==> config.mk <==
export PLATFORM = sky130hd
export DESIGN_NAME = buffer_arbiter
export DESIGN_NICKNAME = d
export VERILOG_FILES = /design/src/rtl/buffer_arbiter.sv
export SDC_FILE = /design/constraint.sdc
export NUM_CORES = 1
export LEC_CHECK = 0
export CAP_MARGIN = 20
export CORE_AREA = 2 2 131 133
export CTS_CLUSTER_SIZE = 24
export DETAILED_ROUTE_END_ITERATION = 6
export DIE_AREA = 0 0 133 135
export MAX_ROUTING_LAYER = met4
export PLACE_DENSITY = 0.67
export SETUP_SLACK_MARGIN = 0.5
export SLEW_MARGIN = 30
export SYNTH_ARGS = -nofsm -noshare
export SYNTH_HDL_FRONTEND = slang
export SYNTH_SLANG_ARGS = --single-unit
==> constraint.sdc <==
create_clock -name clk_i -period 2.7 [get_ports clk_i]
set_input_delay 0.54 -clock clk_i [delete_from_list [all_inputs] [get_ports clk_i]]
set_output_delay 0.54 -clock clk_i [all_outputs]
set_load 0.05 [all_outputs]
==> src/rtl/buffer_arbiter.sv <==
// ============================================================================
// Module      : buffer_arbiter
// Description : Round-robin arbiter feeding a one-entry holding slot with a
//               valid/ready output. Optional macro BUFFER_ARBITER_FAST_REFILL_EN
//               lets the slot refill in the same cycle it drains.
// Revision    : 1.0 - initial release
// ============================================================================
`default_nettype none

module buffer_arbiter #(
  parameter int DATA_WIDTH = 64,
  parameter int SRC_WIDTH  = 2,
  localparam int NUM_REQ   = 1 << SRC_WIDTH
) (
  input  logic                          clk_i,
  input  logic                          rst_i,
  input  logic [NUM_REQ-1:0]            req_valid_i,
  input  logic [NUM_REQ*DATA_WIDTH-1:0] req_data_i,
  output logic [NUM_REQ-1:0]            req_grant_o,
  output logic                          out_valid_o,
  output logic [DATA_WIDTH-1:0]         out_data_o,
  output logic [SRC_WIDTH-1:0]          out_src_o,
  input  logic                          out_ready_i,
  output logic                          busy_o
);

  typedef enum logic [0:0] {
    ST_EMPTY = 1'b0,
    ST_FULL  = 1'b1
  } state_e;

  state_e                state_q, state_d;
  logic [DATA_WIDTH-1:0] data_q, data_d;
  logic [SRC_WIDTH-1:0]  src_q, src_d;
  logic [SRC_WIDTH-1:0]  ptr_q, ptr_d;

  logic                  accept;
  logic                  found;
  logic [SRC_WIDTH-1:0]  win_idx;
  logic [SRC_WIDTH-1:0]  cand;
  logic                  grant_any;

  // First valid requester at or after the pointer, wrapping naturally.
  always_comb begin
    found   = 1'b0;
    win_idx = '0;
    cand    = '0;
    for (int k = 0; k < NUM_REQ; k++) begin
      cand = ptr_q + SRC_WIDTH'(k);
      if (!found && req_valid_i[cand]) begin
        found   = 1'b1;
        win_idx = cand;
      end
    end
  end

`ifdef BUFFER_ARBITER_FAST_REFILL_EN
  assign accept = (state_q == ST_EMPTY) || out_ready_i;
`else
  assign accept = (state_q == ST_EMPTY);
`endif

  // Reset masks the grant so no transfer is reported in a reset cycle.
  assign grant_any   = accept && found && !rst_i;
  assign req_grant_o = grant_any ? (NUM_REQ'(1) << win_idx) : '0;

  always_comb begin
    state_d = state_q;
    data_d  = data_q;
    src_d   = src_q;
    ptr_d   = ptr_q;
    if (grant_any) begin
      state_d = ST_FULL;
      data_d  = req_data_i[int'(win_idx)*DATA_WIDTH +: DATA_WIDTH];
      src_d   = win_idx;
      ptr_d   = win_idx + 1'b1;
    end else if ((state_q == ST_FULL) && out_ready_i) begin
      state_d = ST_EMPTY;
    end
  end

  always_ff @(posedge clk_i) begin
    if (rst_i) begin
      state_q <= ST_EMPTY;
      data_q  <= '0;
      src_q   <= '0;
      ptr_q   <= '0;
    end else begin
      state_q <= state_d;
      data_q  <= data_d;
      src_q   <= src_d;
      ptr_q   <= ptr_d;
    end
  end

  assign out_valid_o = (state_q == ST_FULL);
  assign out_data_o  = data_q;
  assign out_src_o   = src_q;
  assign busy_o      = out_valid_o || (|req_valid_i);

endmodule

`default_nettype wire

==> flow_summary.yaml <==
status:
  outcome: "completed"
logic_synthesis:
  synthFlopType: "dfxtp_1"
  syn_nets: 819
  synth_top_cell_by_area: "dfxtp_1"
  yosysWarnings: 0
  yosys-top-cells-area: "dfxtp_1, mux2i_1, o211ai_1, a21o_1, nand3_1"
  synth_top_area_frac: 0.3091
  ys_types: 38
  syn_area_sq_um: 4469
  synth_top_cells_by_count: "dfxtp_1, nand2_1, mux2i_1, nand3_1, o211ai_1"
  avgSynthCellArea_sq_um: 8.038
  synth_edf_count: 0
  yosysSeqAreaShare: 0.3091
  async_reset_ff_frac: 0
  syn-instance-count: 556
  synth_most_common_cell: "dfxtp_1"
  ys_ff_latch: 69
cts:
  cts_made_buffers: 9
  clock_latency_ns: 0.34
  cts_buffer_depth: 2
  h-tree-depth: 3
  cts-root-buf: "clkbuf_16"
  clkTransAtPathRegs_ns: 0.06
  cts_tree: "yes"
  clock_sinks: 69
  ctsHoldBuffers: 0
layout:
  nNetsFinal: 1163
  layout-drive-gt1-share: 0.1204
  fillers: 1517
  antenna_cells: 0
  syn_to_final_growth_pct: 98.24
  stdcell_count: 1125
pwr:
  p_leak_nw: 3.491
  power_mw: 5.101
  peakVddDrop_v: 0.0003027
  p_per_area_nw_per_um2: 575.7
setup_path:
  critical_path_arrival_ns: 1.75
  critical-path-top-delay-family: "simple AND/OR/NAND/NOR gates"
  reg2reg_depth: 6
  rrSetupSlack_ns: 0.65
  slowest_delay_ns: 0.31
  critPathSlowestCell: "or3_1"
  cp_data_required_time_ns: 2.16
  crit_path_end_kind: "primary output"
  r2r_start: "ptr_q[1]"
  cp-start-kind: "input pin"
  cp-startpoint: "req_valid_i[0]"
  crit_type: "input pin to primary output"
  worstPathMaxFanout: 3
  cp.buffers_inverters: 4
  rr_endpoint: "out_data_o[50]"
  crit_chain: "buf_8, buf_6, nor2b_4, or3_1, a22oi_2, inv_2, nor2_4, buf_12"
floorplan:
  die-area_sq_um: 17960
  core_sq_um: 16410
  dieHeight_um: 135
  start_util: 0.2724
  ios: 335
  std_cell_rows: 47
  die_x_um: 133
hold_path:
  hold_start: "out_src_o[1]"
  hp-class: "flip-flop to flip-flop"
  worst_hold_path.endpoint: "out_src_o[1]"
  min_path_cells: 2
sta:
  relSlewSlack: 0.6281
  slew_viol_final: 0
  fin_crit_ns: 2.288
  max_slew.worst_pin.slew_ns: 0.5561
  setup_viol: 0
  fin_crit_sh: 0.8472
  max_freq_mhz: 437.2
  layout_setup_ws_ns: 0.4125
  rsz0062_at_grt: "yes"
  hold_viol: 0
  tns_ns: 0
  worst_clock_skew_ns: 0.006028
place:
  gp_congestion: 0.8869
  io_buffers: 334
  dp_hpwl_um: 15360
  place_ws_ns: -0.3512
  dp.cells: 1089
drt:
  vias: 5717
  drc: 0
  ant_nets: 0
  routedWlPerCell_um: 19.07
  drt_pre_antenna_iters: 4
  via_per_inst: 5.082
  drt_iter0_drc: 257
  wl_um: 21450
global_routing:
  grt_pass1_vias: 5540
  grt_max_degree: 56
  grtUsageTotal: 0.2311
  antenna_found_initial: 0
  overflow: 0
  grt_pass1_wl_um: 31450
flow_run:
  cap_viol_max_count: 0
==> state kept, by name, indices dropped and copies added (netlist names) <==
signal,cells
out_valid_o,1
out_data_o,64
out_src_o,2
ptr_q,2
==> worst min-delay path: cells and delay by family, from the launching register on <==
family	cells	cell delay, ns
AND/OR/NAND/NOR	2	0.10
flip-flops	1	0.31
==> cells in the final DEF (no fill, tap or decap), drive strengths merged, types with 10 or more instances in the layout <==
master         netlist  layout
a211oi              30      30
a21o                50      50
and3                28      28
buf                 32      65
clkbuf              26      11
clkdlybuf4s50        0     324
dfxtp               69      69
mux2i               51      51
nand2               69      69
nand3               51      51
nor2                10      10
o211ai              51      51
o21ai               51      51
o31ai               14      14
==> layer usage <==
metal | up-vias | part of all wire | track usage
li1 | 2765 | - | -
met1 | 2693 | 0.43 | 0.2892
met2 | 224 | 0.49 | 0.3736
met3 | 35 | 0.059 | 0.04505
met4 | 0 | 0.026 | 0.08005
met5 | - | 0 | -
==> per-stage QoR <==
stage                       util  area [sq um]  hold slack [ns]
after global routing      0.5400          8860           0.4700
after global placement    0.5029          8252           0.4328
after floorplan                -          4527           0.5450
after CTS                 0.5379          8825           0.4519
after detailed placement  0.5029          8252           0.4381
final                     0.5400          8860           0.4481
==> power breakdown <==
part / internal [mW] / total (mW) / switching (mW)
clock network: 0.956 / 1.46 / 0.503
logic: 1.08 / 2.38 / 1.30
registers: 1.18 / 1.26 / 0.0859
==> layout make-up <==
| class | count | area (sq um) | share of cell area |
|---|---|---|---|
| clock buffer | 11 | 252.7 | 0.02853 |
| clock inverter | 5 | 106.4 | 0.01200 |
| inverter | 2 | 7.507 | 0.0008473 |
| multi-input combinational | 428 | 2890 | 0.3262 |
| sequential | 69 | 1390 | 0.1569 |
| tap | 220 | 275.3 | 0.03107 |
| timing repair buffer | 390 | 3938 | 0.4444 |
==> how the worst max path moves through the flow <==
stage | end | cells past startpoint
detailed placement | out_data_o[36] | 7
global route | req_grant_o[3] | 8
floorplan | req_grant_o[1] | 5
global placement | out_data_o[36] | 7
finish | req_grant_o[1] | 8
CTS | req_grant_o[3] | 8
==> logic make-up after synthesis <==
logic type,Yosys count,synth area share
AO/OA/AOI/OAI,200,0.3127
AND/OR/NAND/NOR,175,0.1915
flip-flops,69,0.3091
buffers and inverters,60,0.07055
multiplexers,51,0.1142
XOR/XNOR,1,0.001960
==> timing repair <==
action,4_1_cts,5_1_grt
resized for setup,37,4
buffers inserted,17,2
pin swaps,10,3
setup endpoints to repair,70,13
cloned,0,1
(Power assumes the default switching activity.)
